`src/rtl/bp_update_scheduler_if.sv`:
```
// Bus between the fetch/execute pipeline and the branch-predictor update
// scheduler. The pipeline side is the master, the scheduler is the slave.
interface bp_update_scheduler_if #(
  parameter int DEPTH = 4
);
  localparam int CW = $clog2(DEPTH) + 1;

  // pipeline control
  logic          stall;

  // fetch-side allocation
  logic          fetch_valid;
  logic [31:0]   fetch_pc;
  logic [6:0]    fetch_opcode;
  logic          fetch_local_pred;
  logic          fetch_global_pred;
  logic          fetch_pred_br;
  logic          fetch_ready;

  // execute-side resolution
  logic          resolve_valid;
  logic          resolve_br_en;

  // predictor-table write-back
  logic          pred_ld;
  logic [31:0]   write_pc;
  logic          cpu_br_en;
  logic          upd_local_pred;
  logic          upd_global_pred;
  logic          mispredict;

  // status
  logic [CW-1:0] occupancy;
  logic          resolve_err;

  modport master (
    output stall,
    output fetch_valid, fetch_pc, fetch_opcode,
    output fetch_local_pred, fetch_global_pred, fetch_pred_br,
    output resolve_valid, resolve_br_en,
    input  fetch_ready,
    input  pred_ld, write_pc, cpu_br_en, upd_local_pred, upd_global_pred,
    input  mispredict, occupancy, resolve_err
  );

  modport slave (
    input  stall,
    input  fetch_valid, fetch_pc, fetch_opcode,
    input  fetch_local_pred, fetch_global_pred, fetch_pred_br,
    input  resolve_valid, resolve_br_en,
    output fetch_ready,
    output pred_ld, write_pc, cpu_br_en, upd_local_pred, upd_global_pred,
    output mispredict, occupancy, resolve_err
  );
endinterface

```
`src/rtl/bp_update_scheduler.sv`:
```
// Branch-predictor update scheduler: remembers the predictions of every
// in-flight conditional branch in fetch order and, when the oldest one
// resolves, writes its PC, outcome and component predictions back to the
// predictor tables one cycle later. A misprediction flushes all younger
// (wrong-path) entries.
module bp_update_scheduler #(
  parameter int         DEPTH     = 4,
  parameter logic [6:0] BR_OPCODE = 7'b1100011
) (
  input  logic               clk,
  input  logic               rst,
  bp_update_scheduler_if.slave bus
);
  localparam int PW = $clog2(DEPTH);
  localparam int CW = PW + 1;
  localparam logic [CW-1:0] FULL = CW'(DEPTH);

  typedef struct packed {
    logic [31:0] pc;
    logic        local_pred;
    logic        global_pred;
    logic        pred_br;
  } entry_t;

  entry_t        mem [DEPTH];
  logic [PW-1:0] head_q, tail_q;
  logic [CW-1:0] count_q;

  logic [PW-1:0] head_d, tail_d;
  logic [CW-1:0] count_d;
  logic          wr_en;

  entry_t        head_entry;
  entry_t        new_entry;
  logic          alloc;
  logic          res_acc;
  logic          res_err;
  logic          flush;

  // Readiness depends on the registered count only, so a resolve in the
  // same cycle never frees a slot for the fetch being presented.
  assign bus.fetch_ready = (count_q != FULL);
  assign bus.occupancy   = count_q;

  assign head_entry = mem[head_q];
  assign new_entry  = '{pc:          bus.fetch_pc,
                        local_pred:  bus.fetch_local_pred,
                        global_pred: bus.fetch_global_pred,
                        pred_br:     bus.fetch_pred_br};

  assign alloc   = bus.fetch_valid & ~bus.stall & bus.fetch_ready &
                   (bus.fetch_opcode == BR_OPCODE);
  assign res_acc = bus.resolve_valid & ~bus.stall & (count_q != '0);
  assign res_err = bus.resolve_valid & ~bus.stall & (count_q == '0);
  assign flush   = res_acc & (head_entry.pred_br != bus.resolve_br_en);

  // Next pointer/count: a flush drops every younger entry, including a
  // wrong-path allocation arriving in the same cycle.
  always_comb begin
    // NOTE: every output of this block gets a default first, so no path
    // leaves a variable unassigned and no latch is inferred.
    head_d  = head_q;
    tail_d  = tail_q;
    count_d = count_q;
    wr_en   = 1'b0;
    if (flush) begin
      head_d  = head_q + PW'(1);
      tail_d  = head_q + PW'(1);
      count_d = '0;
    end else begin
      if (alloc) begin
        wr_en  = 1'b1;
        tail_d = tail_q + PW'(1);
      end
      if (res_acc) begin
        head_d = head_q + PW'(1);
      end
      if (alloc && !res_acc) begin
        count_d = count_q + CW'(1);
      end else if (!alloc && res_acc) begin
        count_d = count_q - CW'(1);
      end
    end
  end

  // Pointer and count registers.
  always_ff @(posedge clk) begin
    // NOTE: sequential state uses non-blocking assignments so every
    // register samples pre-edge values regardless of statement order.
    if (rst) begin
      head_q  <= '0;
      tail_q  <= '0;
      count_q <= '0;
    end else begin
      head_q  <= head_d;
      tail_q  <= tail_d;
      count_q <= count_d;
    end
  end

  // Entry storage.
  always_ff @(posedge clk) begin
    // NOTE: the entry array is deliberately not reset; an entry is only
    // ever read after it has been written, and count gates validity.
    if (wr_en) begin
      mem[tail_q] <= new_entry;
    end
  end

  // Write-back strobes pulse for one cycle; data fields hold their last
  // value between accepted resolves.
  always_ff @(posedge clk) begin
    if (rst) begin
      bus.pred_ld         <= 1'b0;
      bus.mispredict      <= 1'b0;
      bus.resolve_err     <= 1'b0;
      bus.write_pc        <= '0;
      bus.cpu_br_en       <= 1'b0;
      bus.upd_local_pred  <= 1'b0;
      bus.upd_global_pred <= 1'b0;
    end else begin
      bus.pred_ld     <= res_acc;
      bus.mispredict  <= flush;
      bus.resolve_err <= res_err;
      if (res_acc) begin
        bus.write_pc        <= head_entry.pc;
        bus.cpu_br_en       <= bus.resolve_br_en;
        bus.upd_local_pred  <= head_entry.local_pred;
        bus.upd_global_pred <= head_entry.global_pred;
      end
    end
  end
endmodule

```
`src/flat_wrapper.sv`:
```
// flat-port wrapper written by rule: the top's interface ports become plain ports
module bp_update_scheduler_flat 
#(
  parameter int         DEPTH     = 4,
  parameter logic [6:0] BR_OPCODE = 7'b1100011
)
  (clk, rst, bus_stall, bus_fetch_valid, bus_fetch_pc, bus_fetch_opcode, bus_fetch_local_pred, bus_fetch_global_pred, bus_fetch_pred_br, bus_resolve_valid, bus_resolve_br_en, bus_fetch_ready, bus_pred_ld, bus_write_pc, bus_cpu_br_en, bus_upd_local_pred, bus_upd_global_pred, bus_mispredict, bus_occupancy, bus_resolve_err);
  bp_update_scheduler_if #(.DEPTH(DEPTH)) bus_i ();
  input  logic clk;
  input  logic rst;
  input wire logic [$bits(bus_i.stall)-1:0] bus_stall;
  input wire logic [$bits(bus_i.fetch_valid)-1:0] bus_fetch_valid;
  input wire logic [$bits(bus_i.fetch_pc)-1:0] bus_fetch_pc;
  input wire logic [$bits(bus_i.fetch_opcode)-1:0] bus_fetch_opcode;
  input wire logic [$bits(bus_i.fetch_local_pred)-1:0] bus_fetch_local_pred;
  input wire logic [$bits(bus_i.fetch_global_pred)-1:0] bus_fetch_global_pred;
  input wire logic [$bits(bus_i.fetch_pred_br)-1:0] bus_fetch_pred_br;
  input wire logic [$bits(bus_i.resolve_valid)-1:0] bus_resolve_valid;
  input wire logic [$bits(bus_i.resolve_br_en)-1:0] bus_resolve_br_en;
  output wire logic [$bits(bus_i.fetch_ready)-1:0] bus_fetch_ready;
  output wire logic [$bits(bus_i.pred_ld)-1:0] bus_pred_ld;
  output wire logic [$bits(bus_i.write_pc)-1:0] bus_write_pc;
  output wire logic [$bits(bus_i.cpu_br_en)-1:0] bus_cpu_br_en;
  output wire logic [$bits(bus_i.upd_local_pred)-1:0] bus_upd_local_pred;
  output wire logic [$bits(bus_i.upd_global_pred)-1:0] bus_upd_global_pred;
  output wire logic [$bits(bus_i.mispredict)-1:0] bus_mispredict;
  output wire logic [$bits(bus_i.occupancy)-1:0] bus_occupancy;
  output wire logic [$bits(bus_i.resolve_err)-1:0] bus_resolve_err;
  assign bus_i.stall = bus_stall;
  assign bus_i.fetch_valid = bus_fetch_valid;
  assign bus_i.fetch_pc = bus_fetch_pc;
  assign bus_i.fetch_opcode = bus_fetch_opcode;
  assign bus_i.fetch_local_pred = bus_fetch_local_pred;
  assign bus_i.fetch_global_pred = bus_fetch_global_pred;
  assign bus_i.fetch_pred_br = bus_fetch_pred_br;
  assign bus_i.resolve_valid = bus_resolve_valid;
  assign bus_i.resolve_br_en = bus_resolve_br_en;
  assign bus_fetch_ready = bus_i.fetch_ready;
  assign bus_pred_ld = bus_i.pred_ld;
  assign bus_write_pc = bus_i.write_pc;
  assign bus_cpu_br_en = bus_i.cpu_br_en;
  assign bus_upd_local_pred = bus_i.upd_local_pred;
  assign bus_upd_global_pred = bus_i.upd_global_pred;
  assign bus_mispredict = bus_i.mispredict;
  assign bus_occupancy = bus_i.occupancy;
  assign bus_resolve_err = bus_i.resolve_err;
  bp_update_scheduler #(.DEPTH(DEPTH), .BR_OPCODE(BR_OPCODE)) u_core (.clk(clk), .rst(rst), .bus(bus_i));
endmodule
```
`config.mk`:
```
export PLATFORM = sky130hd
export DESIGN_NAME = bp_update_scheduler_flat
export DESIGN_NICKNAME = d
export VERILOG_FILES = /design/src/rtl/bp_update_scheduler_if.sv /design/src/rtl/bp_update_scheduler.sv /design/src/flat_wrapper.sv
export SDC_FILE = /design/constraint.sdc
export NUM_CORES = 1
export LEC_CHECK = 0
export CAP_MARGIN = 10
export CELL_PAD_IN_SITES_DETAIL_PLACEMENT = 0
export CELL_PAD_IN_SITES_GLOBAL_PLACEMENT = 1
export CORE_ASPECT_RATIO = 2
export CORE_MARGIN = 3
export CORE_UTILIZATION = 46
export DETAILED_ROUTE_END_ITERATION = 10
export MAX_ROUTING_LAYER = met4
export PLACE_DENSITY_LB_ADDON = 0.2
export SLEW_MARGIN = 30
export SYNTH_ARGS = -nofsm -noshare
export SYNTH_HDL_FRONTEND = slang
export SYNTH_SLANG_ARGS = --single-unit
```
`constraint.sdc`:
```
create_clock -name clk -period 3.1 [get_ports clk]
set_input_delay 0.465 -clock clk [delete_from_list [all_inputs] [get_ports clk]]
set_output_delay 0.465 -clock clk [all_outputs]
set_load 0.1 [all_outputs]
```
==> results of run 1 <==
cells by family (layout without fill, tap and decap cells):
| family | after synthesis | after routing |
|---|---|---|
| compound gates | 38 | 38 |
| xor+xnor | 8 | 8 |
| fa+ha+maj | 6 | 6 |
| buf+inv | 26 | 137 |
| flops | 187 | 187 |
| mux | 37 | 37 |
| simple gates | 97 | 97 |
cells in the final DEF, fill, tap and decap left out, types with 2 or more instances in the layout:
cell,Yosys,routed
edfxtp_1,140,140
nand2_1,70,70
buf_4,1,54
clkdlybuf4s50_1,0,46
dfxtp_1,47,42
mux4_2,35,35
a21oi_1,35,35
clkbuf_16,0,17
nor2_1,8,8
and2_2,0,5
ha_1,5,5
dfxtp_2,0,5
inv_6,0,5
xor2_1,4,4
nor3_1,4,4
inv_1,3,3
xnor2_1,3,3
bufinv_16,0,3
mux2i_1,2,2
a211oi_2,2,2
inv_8,0,2
power breakdown:
group          switching (mW)  leakage [nW]  internal (mW)
combinational          0.0895         0.889         0.0730
clock                   0.935         0.303           1.31
sequential            0.00331          1.64           2.69
cell type report:
type                    instances  area, um^2
fillers                      1146        5996
flip-flops and latches        187        5151
multi-input cells             186        1613
repair buffers                101       870.8
clock buffers                  19       442.9
well taps                     192       240.2
clock inverters                13       177.7
inverters                       4       15.01
sequential cells by signal, summed over array words and instances (netlist names), named ones only:
signal and cells:
u_core.bus.write_pc 32, u_core.bus.upd_local_pred 1, u_core.bus.pred_ld 1, u_core.bus.resolve_err 1, u_core.mem 140, u_core.bus.upd_global_pred 1, u_core.bus.occupancy 3, u_core.bus.cpu_br_en 1
u_core.bus.mispredict 1, u_core.tail_q 2, u_core.head_q 2
worst register-to-register path: cells and delay by family, from the launching register on:
kind | cells | cell delay (ns)
simple gates | 4 | 0.79
xor+xnor | 2 | 0.27
flops | 1 | 0.35
buf+inv | 2 | 0.28
fa+ha+maj | 2 | 0.61
how the worst max path moves through the flow:
stage	end	slack, ns	cells past startpoint	start
4_1_cts	u_core.bus.occupancy[2]$_SDFFE_PP0P_	0.61	10	u_core.bus.occupancy[0]$_SDFFE_PP0P_
2_1_floorplan	u_core.bus.occupancy[2]$_SDFFE_PP0P_	0.20	10	u_core.bus.occupancy[0]$_SDFFE_PP0P_
5_1_grt	u_core.bus.occupancy[2]$_SDFFE_PP0P_	0.43	10	u_core.bus.occupancy[0]$_SDFFE_PP0P_
3_3_place_gp	u_core.bus.occupancy[2]$_SDFFE_PP0P_	0.36	10	bus_fetch_opcode[6]
6_report	u_core.bus.occupancy[2]$_SDFFE_PP0P_	0.64	10	u_core.bus.occupancy[0]$_SDFFE_PP0P_
3_5_place_dp	u_core.bus.occupancy[2]$_SDFFE_PP0P_	0.31	10	bus_fetch_opcode[6]
layer usage:
| metal | global-route usage, % | up-vias |
|---|---|---|
| met5 | - | - |
| li1 | - | 1694 |
| met4 | 6.390 | 0 |
| met3 | 3.402 | 17 |
| met1 | 18.74 | 1867 |
| met2 | 31.74 | 81 |
==> impl_metrics.toml, run 1 <==
[grt]
grt_max_degree = 47
grt_pass1_vias = 3979
antenna_found_initial = 0
grt_pass1_wl_mm = 20.73
grt_overflow = 0
grt_usage_pct = 17.48

[outcome]
outcome = "finished, final reports clean"

[finish]
syn_to_final_growth_pct = 23.76
nets = 551
drive_gt1_share_pct = 27.25
fin_cells = 702
n_antenna_cell = 0
stdcell_area_um2 = 8511
post-route-util_pct = 58.67

[critical_path]
cp_slowest_cell = "or3_1"
cpLargestDelayFamily = "simple AND/OR/NAND/NOR gates"
path_max_fanout = 15
criticalPathCategory = "register to register"
r2r-end = "u_core.bus.occupancy[2]$_SDFFE_PP0P_"
rrSetupSlack_ns = 0.64
critical_path.endpoint_type = "register"
max_stage_delay_ns = 0.41
worst-path-buf-inv = 2
cp_cell_sequence = "or3_1, and2_2, inv_2, ha_1, inv_1, fa_1, xor2_1, nor2_1, xnor2_1, nor3_1"
startpoint_type = "register"
required_ns = 3.37
r2r_start = "u_core.bus.occupancy[0]$_SDFFE_PP0P_"
r2r_cells = 10
cp.arrival_ns = 2.73

[synthesis]
synth-compound-area-share_pct = 3.039
synth_mux_area_share_pct = 11.75
synth_seq_cells = 187
syn_area_per_cell_um2 = 17.23
ys.warnings.count = 0
yosys.area_share.xor_xnor_pct = 1.292
synthAdderAreaFrac_pct = 1.201
synth_edf_count = 140
synth_top_area_share_pct = 61.14
synthesis.instances = 399
synth_top_family_by_area = "multiplexers"
synth-seq-area-share_pct = 74.82
synth-main-ff-cell = "edfxtp_1"
synth_area_um2 = 6877
yosys-top-cells-count = "edfxtp_1, nand2_1, dfxtp_1, a21oi_1, mux4_2"
synth_nets = 453
yosysMostFrequentCell = "edfxtp_1"
synthArstFlopShare_pct = 0
synth.distinct_cells = 34
synthTopCellsByArea = "edfxtp_1, dfxtp_1, mux4_2, nand2_1, a21oi_1"
synth_top_area_cell = "edfxtp_1"
yosys.area_share.simple_pct = 6.077

[drt]
dr_wl_met3_um = 530
wl_met1_mm = 4.997
highest_layer = "met4"
dr.pass1.iters = 4
wirelength_mm = 13.18
wl_per_cell_um = 18.77
antenna_left = 0
met2_length_mm = 7.469
vias = 3659
dr.first_iter.drc_count = 195
viasPerCell = 5.212
drc_errors = 0

[clock_network]
path_clk_slew_ns = 0.07
cts-resized-gates = 0
clkLatencyLatePin_ns = 0.42
cts_root_buffer = "clkbuf_16"
clock-sinks = 187
holdBufCountCts = 0
cts_buffers = 17
htreeDepth = 4
cts_tree = "built"
cts_setup_buffers = 0
cts_buffer_depth = 2

[timing]
grt_setup_unrepaired = "false"
finalHoldViolCount = 0
final_max_slew_viol_count = 0
worst_pin_slew_ns = 0.9427
post-route-min-period_ns = 2.456
holdWs_ns = 0.4533
worst_slack_ns = 0.6439
clock.fmax_ghz = 0.4071
post-route-period-util_pct = 79.23
setup_viol = 0
clock_skew_ns = 0.008729
maxSlewHeadroom_pct = 37.16
fin_tns_setup_ns = 0

[place]
pre_cts_ws_ns = 0.3119
routabilityCongestion = 0.7101
portBuffers = 89
hpwl_mm = 8.054
dpl.cell_count = 670
postPlaceCellArea_um2 = 7890

[worst_hold_path]
min_from = "u_core.bus.write_pc[9]$_SDFFE_PP0P_"
hp-class = "register to register"
hold_end = "u_core.bus.write_pc[9]$_SDFFE_PP0P_"
min_path_cells = 2

[power_and_ir_drop]
leakagePower_nw = 2.831
ir_worst_vdd_mv = 0.4608
power.total_mw = 5.105
powerDensity_nw_per_um2 = 599.8

[flow_run]
timing.max_cap.violations = 0

[floorplanning]
pin_count = 90
num_rows = 62
die_h_um = 178.9
coreArea_um2 = 14510
initial_utilization_pct = 47.40
die_w_um = 92.46
dieArea_um2 = 16540
Power figures use the tool's default switching activity.
==> run 2: changes to the inputs <==
==> constraint.sdc (replaced) <==
create_clock -name clk -period 2.4 [get_ports clk]
set_input_delay 0.36 -clock clk [delete_from_list [all_inputs] [get_ports clk]]
set_output_delay 0.36 -clock clk [all_outputs]
set_load 0.1 [all_outputs]
==> run 2 against run 1 <==
Compared with the run above:
- fmax rose by 11%
- register-to-register slack got worse by 0.45 ns
- non-clock buffer count rose by 7
- cell area rose by 1.2%
- clock power rose by 21%
- clock skew rose by 0.0030 ns
- die area did not move
- sequential power rose by 29%
- core utilization rose by 0.72 points
- highest routed layer unchanged
==> impl_metrics.toml, run 2 (synthesis gave the netlist of run 1 again) <==
[timing]
clock.fmax_ghz = 0.4536
post-route-period-util_pct = 91.86
grt_setup_unrepaired = "false"
clock_skew_ns = 0.01174
final_max_slew_viol_count = 0
post-route-min-period_ns = 2.205
setup_viol = 0
worst_pin_slew_ns = 0.6786
fin_tns_setup_ns = 0
maxSlewHeadroom_pct = 54.76
finalHoldViolCount = 0

[finish]
nets = 558
drive_gt1_share_pct = 29.01
final_cell_mix = "edfxtp_1, nand2_1, buf_4, clkdlybuf4s50_1, dfxtp_1"
top_register = "u_core.mem"
final_common_cell = "edfxtp_1"
syn_to_final_growth_pct = 25.29
n_antenna_cell = 0
largest_reg_flops = 140

[power_and_ir_drop]
powerDensity_nw_per_um2 = 745.4
leakagePower_nw = 2.877
power.total_mw = 6.423
ir_worst_vdd_mv = 0.4915

[clock_network]
cts_setup_buffers = 0
cts_tree = "built"
cts_buffer_depth = 2
clock-sinks = 187
clkLatencyLatePin_ns = 0.42
cts-resized-gates = 0
holdBufCountCts = 0
cts_root_buffer = "clkbuf_16"
path_clk_slew_ns = 0.07
cts_buffers = 17
htreeDepth = 4

[drt]
antenna_left = 0
dr.first_iter.drc_count = 190
wl_per_cell_um = 18.90
dr.pass1.iters = 4
wirelength_mm = 13.40
drc_errors = 0
viasPerCell = 5.154
vias = 3654

[critical_path]
required_ns = 2.68
path_common_cell = "inv_2"
max_stage_delay_ns = 0.41
cp_cell_sequence = "or3_1, and2_2, inv_2, ha_4, inv_2, fa_2, xor2_1, nor2_1, xnor2_1, nor3_1"
criticalPathCategory = "register to register"
startpoint_type = "register"
cp.arrival_ns = 2.48
critical_path.endpoint_type = "register"
path_max_fanout = 5
cp_slowest_cell = "or3_1"

[grt]
grt_pass1_wl_mm = 20.67
grt_max_degree = 38
grt_pass1_vias = 3790
grt_overflow = 0
grt_usage_pct = 17.50
antenna_found_initial = 0

[floorplanning]
coreArea_um2 = 14510
initial_utilization_pct = 47.40
dieArea_um2 = 16540
num_rows = 62
pin_count = 90
die_w_um = 92.46
die_h_um = 178.9

[place]
portBuffers = 89
hpwl_mm = 8.864
routabilityCongestion = 0.7249

[outcome]
outcome = "finished, final reports clean"

[worst_hold_path]
hp-class = "input port to register"

[flow_run]
timing.max_cap.violations = 0
-- run 2: cell types whose count changed in the layout (fill, tap and decap cells not counted), moves of 2 or more --
| cell | previous run | this run |
|---|---|---|
| buf_12 | 0 | 4 |
| buf_4 | 54 | 57 |
| bufinv_16 | 3 | 0 |
| clkinv_4 | 1 | 4 |
| dfxtp_2 | 5 | 2 |
| dfxtp_4 | 0 | 3 |
| clkbuf_16 | 17 | 19 |
| inv_6 | 5 | 3 |
-- run 2: final cells by class --
cell class	count	area, um^2
Clock inverter	13	122.6
Fill cell	1148	5891
Clock buffer	19	475.5
Tap cell	192	240.2
Sequential cell	187	5159
Multi-Input combinational cell	186	1630
Timing Repair Buffer	108	973.4
Inverter	4	15.01
-- run 2: worst max-delay path: cells and delay by family (launching register included) --
kind	cells	cell delay (ns)
xor gates and xnor gates	2	0.27
adders and majority gates	2	0.49
buffers and inverters	2	0.14
DFF	1	0.37
and+or+nand+nor	4	0.79
-- run 2: where the power goes --
part / internal, mW / total (mW) / switching [mW] / leakage (nW)
combinational: 0.0964 / 0.214 / 0.117 / 0.939
clock: 1.50 / 2.73 / 1.24 / 0.298
sequential: 3.47 / 3.47 / 0.00428 / 1.64
-- run 2: metal layers --
| layer | vias to the layer above | share of wire [%] | track usage [%] |
|---|---|---|---|
| met4 | 0 | 1.0 | 5.583 |
| met1 | 1861 | 36 | 18.58 |
| met2 | 77 | 60 | 32.49 |
| met5 | - | 0 | - |
| met3 | 8 | 3.1 | 3.234 |
| li1 | 1708 | - | - |
-- run 2: final timing paths --
| path | depth (start not counted) | slack [ns] | startpoint | to |
|---|---|---|---|---|
| worst max-delay path | 10 | 0.20 | u_core.bus.occupancy[0]$_SDFFE_PP0P_ | u_core.bus.occupancy[2]$_SDFFE_PP0P_ |
| worst min-delay path | 2 | 0.43 | rst | u_core.bus.mispredict$_SDFF_PP0_ |
| worst max register to register | 10 | 0.20 | u_core.bus.occupancy[0]$_SDFFE_PP0P_ | u_core.bus.occupancy[2]$_SDFFE_PP0P_ |
| worst min register to register | 2 | 0.46 | u_core.bus.cpu_br_en$_SDFFE_PP0P_ | u_core.bus.cpu_br_en$_SDFFE_PP0P_ |
-- run 2: stage by stage --
stage	instance area (um^2)	instances	hold WS, ns	worst slack (ns)	utilization [%]
4_1_cts	8616	709	0.4226	0.1713	59.39
3_3_place_gp	8018	677	0.4424	-0.1142	55.27
2_1_floorplan	6920	399	0.4589	-0.01802	-
5_1_grt	8616	709	0.4719	0.04428	59.39
6_report	8616	709	0.4272	0.1954	59.39
3_5_place_dp	8018	677	0.4487	-0.1294	55.27
==> run 3: changes to the inputs <==
--- a/config.mk
+++ b/config.mk
@@ -10,11 +10,11 @@
 export CELL_PAD_IN_SITES_GLOBAL_PLACEMENT = 1
 export CORE_ASPECT_RATIO = 2
 export CORE_MARGIN = 3
-export CORE_UTILIZATION = 46
+export CORE_UTILIZATION = 53
 export DETAILED_ROUTE_END_ITERATION = 10
+export DONT_BUFFER_PORTS = 1
 export MAX_ROUTING_LAYER = met4
 export PLACE_DENSITY_LB_ADDON = 0.2
-export SLEW_MARGIN = 30
 export SYNTH_ARGS = -nofsm -noshare
 export SYNTH_HDL_FRONTEND = slang
 export SYNTH_SLANG_ARGS = --single-unit
==> run 3 against run 2 <==
Compared with the run above:
- clock skew shrank 0.0024 ns
- core utilization grew 4.9 points
- hold slack got worse by 0.41 ns
- sequential power about the same
- critical path depth unchanged
- die area decreased by 13%
- first-iteration DRC count down 15%
- power rose by 5.6%
- non-clock buffer count is 51 lower
- clock power is 17% higher
- highest routed layer unchanged
==> impl_metrics.toml, run 3 (synthesis gave the netlist of run 1 again) <==
[outcome]
outcome = "finished, final reports clean"

[timing]
fin_tns_setup_ns = 0
final_max_slew_viol_count = 0
clock.fmax_ghz = 0.4597
clock_skew_ns = 0.009371
worst_slack_ns = 0.2245
post-route-min-period_ns = 2.176
setup_viol = 0
post-route-period-util_pct = 90.65
holdWs_ns = 0.01985
grt_setup_unrepaired = "false"
finalHoldViolCount = 0
maxSlewHeadroom_pct = 52.91
worst_pin_slew_ns = 0.7064

[clock_network]
cts_tree = "built"
cts-resized-gates = 0
holdBufCountCts = 3
path_clk_slew_ns = 0.07
cts_buffer_depth = 2
htreeDepth = 4
cts_setup_buffers = 0
clock-sinks = 187
clkLatencyLatePin_ns = 0.42
cts_root_buffer = "clkbuf_16"
cts_buffers = 17

[critical_path]
required_ns = 2.73
critical_path.endpoint_type = "register"
worst-path-buf-inv = 2
max_stage_delay_ns = 0.41
cp.arrival_ns = 2.51
cp_slowest_cell = "or3_1"
crit_start = "u_core.bus.occupancy[0]$_SDFFE_PP0P_"
rrSetupSlack_ns = 0.22
startpoint_type = "register"
path_common_cell = "inv_2"
criticalPathCategory = "register to register"
path_depth = 10
cp_cell_sequence = "or3_1, and2_2, inv_2, ha_4, inv_2, fa_2, xor2_1, nor2_1, xnor2_1, nor3_1"
cpLargestDelayFamily = "simple AND/OR/NAND/NOR gates"
r2r_start = "u_core.bus.occupancy[0]$_SDFFE_PP0P_"
r2r-end = "u_core.bus.occupancy[2]$_SDFFE_PP0P_"
endpoint = "u_core.bus.occupancy[2]$_SDFFE_PP0P_"
r2r_cells = 10
path_max_fanout = 4

[grt]
grt_pass1_vias = 3680
grt_usage_pct = 20.02
antenna_found_initial = 0
grt_overflow = 0
grt_max_degree = 39
grt_pass1_wl_mm = 20.46

[power_and_ir_drop]
leakagePower_nw = 2.696
powerDensity_nw_per_um2 = 835.3
ir_worst_vdd_mv = 0.7452

[drt]
dr.pass1.iters = 4
viasPerCell = 5.635
wirelength_mm = 13.00
wl_per_cell_um = 21.10
antenna_left = 0
vias = 3471
dr.first_iter.drc_count = 162
drc_errors = 0

[worst_hold_path]
hp-class = "input port to register"

[finish]
n_antenna_cell = 0
multi_input_area_um2 = 1630
regArea_um2 = 5159
final_cell_mix = "edfxtp_1, nand2_1, buf_4, dfxtp_1"
syn_to_final_growth_pct = 18.09
drive_gt1_share_pct = 30.69
largest_reg_flops = 140
top_register = "u_core.mem"
n_fill_cell = 911
final_common_cell = "edfxtp_1"
nets = 507
fin_cells = 616

[place]
dpl.cell_count = 581
pre_cts_ws_ns = 0.2219
routabilityCongestion = 0.7250
portBuffers = 0
hpwl_mm = 7.891

[floorplanning]
die_h_um = 167.1
pin_count = 90
num_rows = 58
die_w_um = 86.55
initial_utilization_pct = 54.46
coreArea_um2 = 12630
dieArea_um2 = 14460

[flow_run]
timing.max_cap.violations = 0
-- run 3: layout make-up --
| type | instances | share of cell area, % |
|---|---|---|
| Clock inverter | 15 | 3.174 |
| Inverter | 4 | 0.1849 |
| Timing Repair Buffer | 57 | 5.485 |
| Clock buffer | 17 | 5.239 |
| Sequential cell | 187 | 63.53 |
| Tap cell | 150 | 2.311 |
| Multi-Input combinational cell | 186 | 20.08 |
-- run 3: through the flow --
step	power [mW]	utilization, %	instance area [um^2]
finish	6.783	64.31	8120
global route	6.978	64.31	8120
CTS	6.847	64.31	8120
detailed placement	3.643	58.58	7397
global placement	3.641	58.58	7397
floorplan	3.636	-	6920
-- run 3: power breakdown --
part | total (mW) | switching [mW] | internal, mW
Combinational | 0.116 | 0.0820 | 0.0341
Clock | 3.19 | 1.21 | 1.98
Sequential | 3.48 | 0.00334 | 3.47
-- run 3: worst reg2reg max path: stages, from the launching register on --
cell     delay, ns
dfxtp_4       0.36
or3_1         0.41
and2_2        0.20
inv_2         0.09
ha_4          0.15
inv_2         0.04
fa_2          0.35
xor2_1        0.15
nor2_1        0.13
xnor2_1       0.08
nor3_1        0.14
-- run 3: how the worst min path moves through the flow --
stage	startpoint	to	slack [ns]	cells after the start
detailed placement	rst	u_core.bus.write_pc[14]$_SDFFE_PP0P_	0.44	1
CTS	rst	register	0.003	1
finish	rst	register	0.02	1
global route	rst	register	0.0002	1
floorplan	bus_fetch_pred_br	u_core.mem[0][0]$_DFFE_PP_	0.46	0
global placement	rst	u_core.bus.upd_local_pred$_SDFFE_PP0P_	0.43	1
-- run 3: routing by layer --
metal | vias to the layer above | track usage [%] | routed length (um)
li1 | 1602 | - | -
met1 | 1741 | 21.35 | 4513
met2 | 119 | 34.46 | 7430
met3 | 9 | 6.795 | 876
met4 | 0 | 6.309 | 177
met5 | - | - | 0
